File: config.mk
export PLATFORM = sky130hd
export DESIGN_NAME = alu_rsp_deserializer
export DESIGN_NICKNAME = d
export VERILOG_FILES = /design/src/rtl/vdic_alu_pkg.sv /design/src/rtl/alu_frame_check.sv /design/src/rtl/alu_rsp_deserializer.sv
export SDC_FILE = /design/constraint.sdc
export NUM_CORES = 1
export LEC_CHECK = 0
export CAP_MARGIN = 20
export CELL_PAD_IN_SITES_DETAIL_PLACEMENT = 0
export CELL_PAD_IN_SITES_GLOBAL_PLACEMENT = 1
export CORE_ASPECT_RATIO = 0.7
export CORE_MARGIN = 2
export CORE_UTILIZATION = 48
export CTS_CLUSTER_DIAMETER = 50
export DETAILED_ROUTE_END_ITERATION = 16
export GPL_ROUTABILITY_DRIVEN = 0
export PLACE_DENSITY = 0.8
export SKIP_LAST_GASP = 1
export SLEW_MARGIN = 10
export SYNTH_ARGS = -nofsm -noshare
export SYNTH_HDL_FRONTEND = slang
export SYNTH_SLANG_ARGS = --single-unit
File: constraint.sdc
create_clock -name clk -period 3.3 [get_ports clk]
set_clock_uncertainty 0.1 [all_clocks]
set_input_delay 0.66 -clock clk [delete_from_list [all_inputs] [get_ports clk]]
set_output_delay 0.66 -clock clk [all_outputs]
set_load 0.01 [all_outputs]
File: src/rtl/vdic_alu_pkg.sv
// Shared types and constants for the serial ALU response path.
// Frame and response geometry plus the status/operation encodings.
package vdic_alu_pkg;

   localparam int FRAME_W  = 10;
   localparam int N_FRAMES = 3;
   localparam int RSP_W    = FRAME_W * N_FRAMES;
   localparam int CNT_W    = 5;

   localparam logic [CNT_W-1:0] LAST_BIT = CNT_W'(RSP_W - 1);

   typedef enum logic [7:0] {
      S_NO_ERROR             = 8'h00,
      S_MISSING_DATA         = 8'h01,
      S_DATA_STACK_OVERFLOW  = 8'h02,
      S_OUTPUT_FIFO_OVERFLOW = 8'h04,
      S_DATA_PARITY_ERROR    = 8'h20,
      S_COMMAND_PARITY_ERROR = 8'h40,
      S_INVALID_COMMAND      = 8'h80
   } status_t;

   typedef enum logic [7:0] {
      OP_NOP = 8'h00,
      OP_AND = 8'h01,
      OP_OR  = 8'h02,
      OP_XOR = 8'h03,
      OP_ADD = 8'h10,
      OP_SUB = 8'h20,
      OP_RST = 8'hFF
   } operation_t;

   typedef enum logic [1:0] {
      IDLE,
      RECV,
      DONE
   } fsm_state_t;

endpackage

File: src/rtl/alu_frame_check.sv
// Splits one 10-bit frame {start, payload[7:0], parity}
// into payload, start bit and parity-error flag.
module alu_frame_check
   import vdic_alu_pkg::*;
#(
   parameter bit PAR_ODD = 1'b0
) (
   input  logic [FRAME_W-1:0] frame_i,
   output logic [7:0]         payload_o,
   output logic               start_o,
   output logic               par_err_o
);

   assign start_o   = frame_i[FRAME_W-1];
   assign payload_o = frame_i[FRAME_W-2:1];
   assign par_err_o = (^frame_i) ^ PAR_ODD;

endmodule

File: src/rtl/alu_rsp_deserializer.sv
// Collects the ALU dout bit stream into 3-frame responses and presents
// each one as a single valid/ready beat with error and sticky flags.
module alu_rsp_deserializer
   import vdic_alu_pkg::*;
#(
   parameter bit PAR_ODD = 1'b0
) (
   input  logic        clk,
   input  logic        rst,
   input  logic        ser_in,
   input  logic        ser_valid,
   output logic        rsp_valid,
   input  logic        rsp_ready,
   output logic [7:0]  rsp_status,
   output logic [15:0] rsp_result,
   output logic [2:0]  rsp_par_err,
   output logic        rsp_start_err,
   output logic        busy,
   output logic        ovf_sticky,
   output logic        trunc_sticky
);

   fsm_state_t       state_q, state_d;
   logic [CNT_W-1:0] cnt_q, cnt_d;
   logic [RSP_W-1:0] sr_q, sr_d;
   logic             trunc_q, trunc_d;
   logic             ovf_q, ovf_d;
   logic             vld_q, vld_d;
   logic [7:0]       st_q, st_d;
   logic [15:0]      res_q, res_d;
   logic [2:0]       pe_q, pe_d;
   logic             se_q, se_d;
   logic             load;
   logic             accept;

   logic [7:0]          pl [N_FRAMES];
   logic [N_FRAMES-1:0] sb;
   logic [N_FRAMES-1:0] pe;

   // Stream bit 0 ends up in sr_q[MSB], so frame 0 is the top slice.
   for (genvar f = 0; f < N_FRAMES; f++) begin : g_frm
      alu_frame_check #(
         .PAR_ODD(PAR_ODD)
      ) u_chk (
         .frame_i  (sr_q[RSP_W-1-FRAME_W*f -: FRAME_W]),
         .payload_o(pl[f]),
         .start_o  (sb[f]),
         .par_err_o(pe[f])
      );
   end

   always_comb begin
      state_d = state_q;
      cnt_d   = cnt_q;
      sr_d    = sr_q;
      trunc_d = trunc_q;
      load    = 1'b0;
      unique case (state_q)
         IDLE: begin
            if (ser_valid) begin
               sr_d    = {{(RSP_W-1){1'b0}}, ser_in};
               cnt_d   = CNT_W'(1);
               state_d = RECV;
            end
         end
         RECV: begin
            if (ser_valid) begin
               sr_d  = {sr_q[RSP_W-2:0], ser_in};
               cnt_d = cnt_q + CNT_W'(1);
               if (cnt_q == LAST_BIT) begin
                  state_d = DONE;
               end
            end else begin
               trunc_d = 1'b1;
               cnt_d   = '0;
               sr_d    = '0;
               state_d = IDLE;
            end
         end
         DONE: begin
            load = 1'b1;
            if (ser_valid) begin
               sr_d    = {{(RSP_W-1){1'b0}}, ser_in};
               cnt_d   = CNT_W'(1);
               state_d = RECV;
            end else begin
               cnt_d   = '0;
               state_d = IDLE;
            end
         end
         default: state_d = IDLE;
      endcase
   end

   assign accept = vld_q & rsp_ready;

   // A load into a full, unaccepted register is dropped.
   always_comb begin
      vld_d = vld_q & ~accept;
      st_d  = st_q;
      res_d = res_q;
      pe_d  = pe_q;
      se_d  = se_q;
      ovf_d = ovf_q;
      if (load) begin
         if (!vld_q || accept) begin
            vld_d = 1'b1;
            st_d  = pl[0];
            res_d = {pl[1], pl[2]};
            pe_d  = pe;
            se_d  = (sb != N_FRAMES'(1));
         end else begin
            ovf_d = 1'b1;
         end
      end
   end

   always_ff @(posedge clk or posedge rst) begin
      if (rst) begin
         state_q <= IDLE;
         cnt_q   <= '0;
         sr_q    <= '0;
         trunc_q <= 1'b0;
         ovf_q   <= 1'b0;
         vld_q   <= 1'b0;
         st_q    <= '0;
         res_q   <= '0;
         pe_q    <= '0;
         se_q    <= 1'b0;
      end else begin
         state_q <= state_d;
         cnt_q   <= cnt_d;
         sr_q    <= sr_d;
         trunc_q <= trunc_d;
         ovf_q   <= ovf_d;
         vld_q   <= vld_d;
         st_q    <= st_d;
         res_q   <= res_d;
         pe_q    <= pe_d;
         se_q    <= se_d;
      end
   end

   assign rsp_valid     = vld_q;
   assign rsp_status    = st_q;
   assign rsp_result    = res_q;
   assign rsp_par_err   = pe_q;
   assign rsp_start_err = se_q;
   assign busy          = (state_q != IDLE);
   assign ovf_sticky    = ovf_q;
   assign trunc_sticky  = trunc_q;

endmodule

==> flow_metrics.tcl, run 1 <==
set metrics [dict create \
    drt_iter0_markers 96 \
    grt_start_max_net_pins 33 \
    synth.largest_area_cell "sky130_fd_sc_hd__dfrtp_1" \
    fin_hold_ws_ps 370 \
    cap_violations 0 \
    syn-instance-count 214 \
    synth.cell_area_mm2 0.00292 \
    postSynthRegisterBits 68 \
    peak_clock_frequency_supported_by_timing_mhz 411 \
    grtUsageTotal_pct 17.7 \
    critical_path.startpoint_type "flop" \
    buffer_ports.inserted 36 \
    synth_mux_area_share_pct 9.25 \
    cts_setup_buffers 0 \
    postCtsHoldBufs 0 \
    detail_route.first_pass.iterations 4 \
    power_leakage_nw 1.70 \
    synth-adder-area-share_pct 2.57 \
    place.detailed.hpwl_um 3470 \
    post_synth_and_or_nand_nor_area_fraction_pct 4.54 \
    drc 0 \
    worst-path-buf-inv 3 \
    crit_family "buffers and inverters" \
    timing.final.crit_share_pct 73.7 \
    cts.path.max_buffers 2 \
    timing.setup.tns_ps 0 \
    asyncSetResetFlopFracSynth_pct 100 \
    antenna_violations_before_repair 0 \
    dpl_cell_area_mm2 0.00335 \
    worst-setup-path-type "reg2out" \
    ys.warnings.count 0 \
    drt-vias-per-instance 5.35 \
    synth.top_cells.by_area "sky130_fd_sc_hd__dfrtp_1 58%, sky130_fd_sc_hd__mux2_2 9.2%, sky130_fd_sc_hd__a22o_1 8.7%" \
    synth_top_family_by_area "compound AO/OA/AOI/OAI gates" \
    globalRouteOverflowTotal 0 \
    max_stage_delay_ps 520 \
    global_route_wire_length_before_repair_um 9270 \
    h-tree-depth 3 \
    hold_path_class "reg2reg" \
    clockRootBuffer "sky130_fd_sc_hd__clkbuf_8" \
    postRouteAntennaNets 0 \
    synthesized_area_fraction_occupied_by_ao_oa_aoi_and_oai_cells_pct 13.7 \
    die_area_mm2 0.00674 \
    final_period_minus_worst_setup_slack_ps 2430 \
    worstPathRequired_ps 2540 \
    floorplan.rows 23 \
    crit_path_max_fanout 5 \
    synth-seq-area-share_pct 58.2 \
    n_antenna_cell 0 \
    post_cts_resized 0 \
    pwr_density_cell_mw_per_mm2 521 \
    cp.arrival_ps 1670 \
    start_util_pct 50.3 \
    synth.net_count 225 \
    numClockSinks 68 \
    synth-edff-count 0 \
    area_growth_syn_to_layout_pct 21.2 \
    via_count_of_the_routed_design 1796 \
    die-height_um 69.3 \
    drv_slew 0 \
    cts.reportedPaths.clkPinSlew_ps 70 \
    drt-total-wl_um 5220 \
    clk_latency_ps 340 \
    number_of_top_level_design_ports 37 \
    rsz0062_at_grt "false" \
    post_synth_num_cell_types 34 \
    worst_pin_slew_ps 469 \
    outcome "finished, final reports clean" \
    nNetsFinal 268 \
    synth_largest_type_area_fraction_pct 58.2 \
    routed_wire_length_per_instance_um 15.5 \
    core-area_mm2 0.00581 \
    avgSynthCellArea_um2 13.7 \
    layout-drive-gt1-share_pct 18.8 \
    post-route-cell-area_mm2 0.00354 \
    tritoncts "built" \
    first_global_vias 1828 \
    vdd_ir_drop_max_uv 300 \
    final-hold-violation-count 0 \
    post_synth_xor_area_fraction_pct 8.60 \
    cp_cell_sequence "inv_1 > ha_1 > inv_1 > clkdlybuf4s50_1" \
    synthFlopType "sky130_fd_sc_hd__dfrtp_1" \
    max-slew-margin-rel_pct 68.7 \
    critical_path.slowest_cell "sky130_fd_sc_hd__clkdlybuf4s50_1" \
    worst_path_most_repeated_cell "sky130_fd_sc_hd__inv_1" \
    cts_inserted_buffers 9 \
    die_width_um 97.3 \
    setup_violations 0 \
    timing.critical_path.to_type "output port" \
]
-- cell families (layout without fill, tap and decap cells) --
group	Yosys count	in the layout
xor gates and xnor gates	24	24
buffers and inverters	17	64
muxes	24	24
adders and majority gates	6	6
and+or+nand+nor	24	24
DFF	68	68
AOI/OAI and AO/OA	51	51
-- final timing paths --
kind                              start        endpoint  slack [ps]  cells after the start
setup / recovery             state_q[1]            busy         870                      4
hold / removal             trunc_sticky    trunc_sticky         370                      1
setup reg to reg             state_q[1]        sr_q[13]        1360                      6
hold reg to reg            trunc_sticky    trunc_sticky         370                      1
max in group asynchronous           rst  rsp_result[15]        1850                      3
min in group asynchronous           rst      ovf_sticky         540                      2
-- where the power goes --
| part | switching [W] | internal (W) | leakage, nW |
|---|---|---|---|
| Sequential | 0.0000268 | 0.000856 | 0.939 |
| Clock | 0.000300 | 0.000361 | 0.0979 |
| Combinational | 0.000195 | 0.000107 | 0.663 |
| Total | 0.000521 | 0.00132 | 1.70 |
-- flip-flops by register name, summed over array words and instances (netlist names) --
| name | cells |
|---|---|
| sr_q | 30 |
| rsp_result | 16 |
| rsp_status | 8 |
| cnt_q | 5 |
| rsp_par_err | 3 |
| state_q | 2 |
| ovf_sticky | 1 |
| rsp_start_err | 1 |
| rsp_valid | 1 |
| trunc_sticky | 1 |
-- layout make-up --
cell class,instances,area [um^2]
well taps,75,93.8
inverters,8,30.0
multi-input cells,129,1130
repair buffers,41,398
clock inverters,5,52.6
clock buffers,10,138
fillers,474,2270
flip-flops and latches,68,1700
-- synthesized netlist by cell type (all sizes together) (2+ instances only) --
| cell type | count |
|---|---|
| dfrtp | 68 |
| a22o | 29 |
| mux2 | 24 |
| xnor2 | 18 |
| o21ai | 10 |
| buf | 9 |
| inv | 8 |
| ha | 6 |
| nand2 | 6 |
| nor2 | 5 |
| nor2b | 4 |
| nand3 | 3 |
| xnor3 | 3 |
| xor2 | 3 |
| a21o | 2 |
| a32o | 2 |
| nand2b | 2 |
| o31ai | 2 |
-- worst register-to-register path, stage by stage (launching register included) --
cell and delay (ps):
sky130_fd_sc_hd__dfrtp_1 410, sky130_fd_sc_hd__inv_1 90, sky130_fd_sc_hd__ha_1 250, sky130_fd_sc_hd__or3_1 420, sky130_fd_sc_hd__o21ai_2 70, sky130_fd_sc_hd__buf_4 330
sky130_fd_sc_hd__a22o_1 220
-- placed cells by master, fill, tap and decap left out, types with 2 or more instances in the layout --
master / count
sky130_fd_sc_hd__xnor3_1: 3
sky130_fd_sc_hd__ha_1: 6
sky130_fd_sc_hd__clkinv_2: 3
sky130_fd_sc_hd__xnor2_1: 18
sky130_fd_sc_hd__a22o_1: 29
sky130_fd_sc_hd__nor2_1: 4
sky130_fd_sc_hd__xor2_1: 3
sky130_fd_sc_hd__mux2_2: 24
sky130_fd_sc_hd__nand2_1: 5
sky130_fd_sc_hd__nand3_1: 3
sky130_fd_sc_hd__buf_4: 5
sky130_fd_sc_hd__o21ai_1: 3
sky130_fd_sc_hd__a32o_1: 2
sky130_fd_sc_hd__clkdlybuf4s50_1: 36
sky130_fd_sc_hd__nor2b_1: 4
sky130_fd_sc_hd__o21ai_0: 6
sky130_fd_sc_hd__a21o_1: 2
sky130_fd_sc_hd__inv_1: 7
sky130_fd_sc_hd__clkbuf_8: 10
sky130_fd_sc_hd__o31ai_1: 2
sky130_fd_sc_hd__nand2b_1: 2
sky130_fd_sc_hd__dfrtp_1: 68
-- stage by stage --
stage / cells / worst slack (ps) / total power, W / util (%)
2_1_floorplan: 214 / 828 / 0.00114 / -
3_3_place_gp: 321 / 1050 / 0.00120 / 57.7
3_5_place_dp: 321 / 1020 / 0.00120 / 57.7
4_1_cts: 336 / 852 / 0.00187 / 61.0
5_1_grt: 336 / 746 / 0.00196 / 61.0
6_report: 336 / 869 / 0.00185 / 61.0
-- routing by layer --
layer | vias up | routed length, um | track usage, %
met3 | 6 | 299 | 8.67
met1 | 891 | 2740 | 26.8
li1 | 854 | - | -
met2 | 45 | 2120 | 22.6
met5 | - | 0 | 0
met4 | 0 | 55 | 4.17
Note: power is estimated with default switching activity, not from simulation.
==> run 2, diff against run 1 <==
- CORE_UTILIZATION: 48 -> 45
- PLACE_DENSITY: 0.8 -> 0.76
- clock period: 3.3 -> 2.5 ns (I/O delays scaled with it)
==> run 2 against run 1 <==
  * First-iteration DRC count down 1.0%
  * Critical endpoint unchanged
  * Largest cell class unchanged
  * Power is 37% higher
  * Clock power is 45% higher
==> flow_metrics.tcl, run 2 (synthesis gave the netlist of run 1 again) <==
set metrics [dict create \
    cts_inserted_buffers 9 \
    final_common_cell "sky130_fd_sc_hd__dfrtp_1" \
    multi_input_area_mm2 0.00113 \
    cts.reportedPaths.clkPinSlew_ps 70 \
    start_util_pct 46.8 \
    share_of_total_power_in_the_clock_network_pct 37.9 \
    sequential_cell_area_mm2 0.00170 \
    area_growth_syn_to_layout_pct 23.5 \
    post_cts_resized 0 \
    die_width_um 100 \
    mostFrequentLayoutCells "68 x sky130_fd_sc_hd__dfrtp_1, 36 x sky130_fd_sc_hd__clkdlybuf4s50_1, 29 x sky130_fd_sc_hd__a22o_1" \
    net_switching_power_w 0.000697 \
    final_period_minus_worst_setup_slack_ps 2260 \
    die-height_um 71.4 \
    max-slew-margin-rel_pct 51.9 \
    drc 0 \
    drt-vias-per-instance 5.21 \
    rsz0062_at_grt "false" \
    hold_path_class "in2async" \
    first_global_vias 1798 \
    power_leakage_nw 1.73 \
    critical_path.startpoint_type "flop" \
    n_antenna_cell 0 \
    post-route-cell-area_mm2 0.00361 \
    grt_start_max_net_pins 33 \
    pwr_density_cell_mw_per_mm2 702 \
    n_fill_cell 546 \
    core-area_mm2 0.00625 \
    globalRouteOverflowTotal 0 \
    peak_clock_frequency_supported_by_timing_mhz 442 \
    nNetsFinal 269 \
    internal_power_w 0.00184 \
    worst_pin_slew_ps 721 \
    numClockSinks 68 \
    dpl_cell_area_mm2 0.00339 \
    drv_slew 0 \
    floorplan.rows 24 \
    largest_reg_flops 30 \
    detail_route.first_pass.iterations 5 \
    cts_setup_buffers 0 \
    setup_violations 0 \
    timing.setup.tns_ps 0 \
    clk_latency_ps 330 \
    outcome "finished, final reports clean" \
    drt_iter0_markers 95 \
    layout-drive-gt1-share_pct 19.4 \
    timing.final.crit_share_pct 90.6 \
    cts.path.max_buffers 2 \
    tritoncts "built" \
    postCtsHoldBufs 0 \
    buffer_ports.inserted 36 \
    seq_power_share_pct 46.0 \
    cp.arrival_ps 1660 \
    h-tree-depth 3 \
    vdd_ir_drop_max_uv 381 \
    die_area_mm2 0.00717 \
    number_of_top_level_design_ports 37 \
    postRouteAntennaNets 0 \
    routed_wire_length_per_instance_um 14.6 \
    place.detailed.hpwl_um 3350 \
    cap_violations 0 \
    top_register "sr_q" \
    fin_hold_ws_ps 355 \
    final-hold-violation-count 0 \
    drt-total-wl_um 4990 \
    timing.critical_path.to_type "output port" \
    grtUsageTotal_pct 16.0 \
    power.share.switching_pct 27.5 \
    power.combinational.fraction_pct 16.1 \
    via_count_of_the_routed_design 1777 \
    antenna_violations_before_repair 0 \
    worst-setup-path-type "reg2out" \
    clockRootBuffer "sky130_fd_sc_hd__clkbuf_8" \
    global_route_wire_length_before_repair_um 8760 \
    crit_path_max_fanout 5 \
    worstPathRequired_ps 1900 \
]
[run 2: worst paths after layout]
kind	from	endpoint	slack [ps]	cells after the start
min in group clk	trunc_sticky	trunc_sticky	370	1
min	rst	rsp_result[13]	360	2
max in group asynchronous	rst	sr_q[10]	1340	3
min reg2reg	trunc_sticky	trunc_sticky	370	1
max reg2reg	state_q[1]	sr_q[14]	460	6
max	state_q[1]	busy	240	4
[run 2: power groups by stage]
stage	logic (W)	clock network, W	registers, W
2_1_floorplan	0.000328	0	0.00118
3_3_place_gp	0.000386	0	0.00118
3_5_place_dp	0.000409	0	0.00119
4_1_cts	0.000411	0.000994	0.00117
5_1_grt	0.000452	0.00105	0.00117
6_report	0.000407	0.000960	0.00117
[run 2: final cells by class]
type,instances,share of cell area [%]
Clock buffer,9,3.43
Clock inverter,7,2.53
Inverter,8,0.832
Multi-Input combinational cell,129,31.3
Sequential cell,68,47.2
Tap cell,78,2.70
Timing Repair Buffer,42,12.0
[run 2: critical path, cell delays in order (launching register included)]
cell and delay [ps]:
sky130_fd_sc_hd__dfrtp_1 420, sky130_fd_sc_hd__inv_1 80, sky130_fd_sc_hd__ha_1 240, sky130_fd_sc_hd__inv_1 70
sky130_fd_sc_hd__clkdlybuf4s50_1 520
[run 2: metrics by stage]
step                      util (%)  power (W)  setup WS (ps)  instances
after floorplan                  -    0.00150            188        214
after global placement        54.1    0.00157            145        324
after detailed placement      54.3    0.00160            356        325
after CTS                     57.8    0.00257            218        341
after global routing          57.8    0.00267            139        341
final                         57.8    0.00253            235        341
[run 2: metal layers]
layer  track usage (%)  vias to the layer above  wire (um)
met5                 0                        -          0
met4              4.57                        0          0
met3              6.54                        0        208
met2              21.6                       35       2110
met1              23.7                      885       2670
li1                  -                      857          -
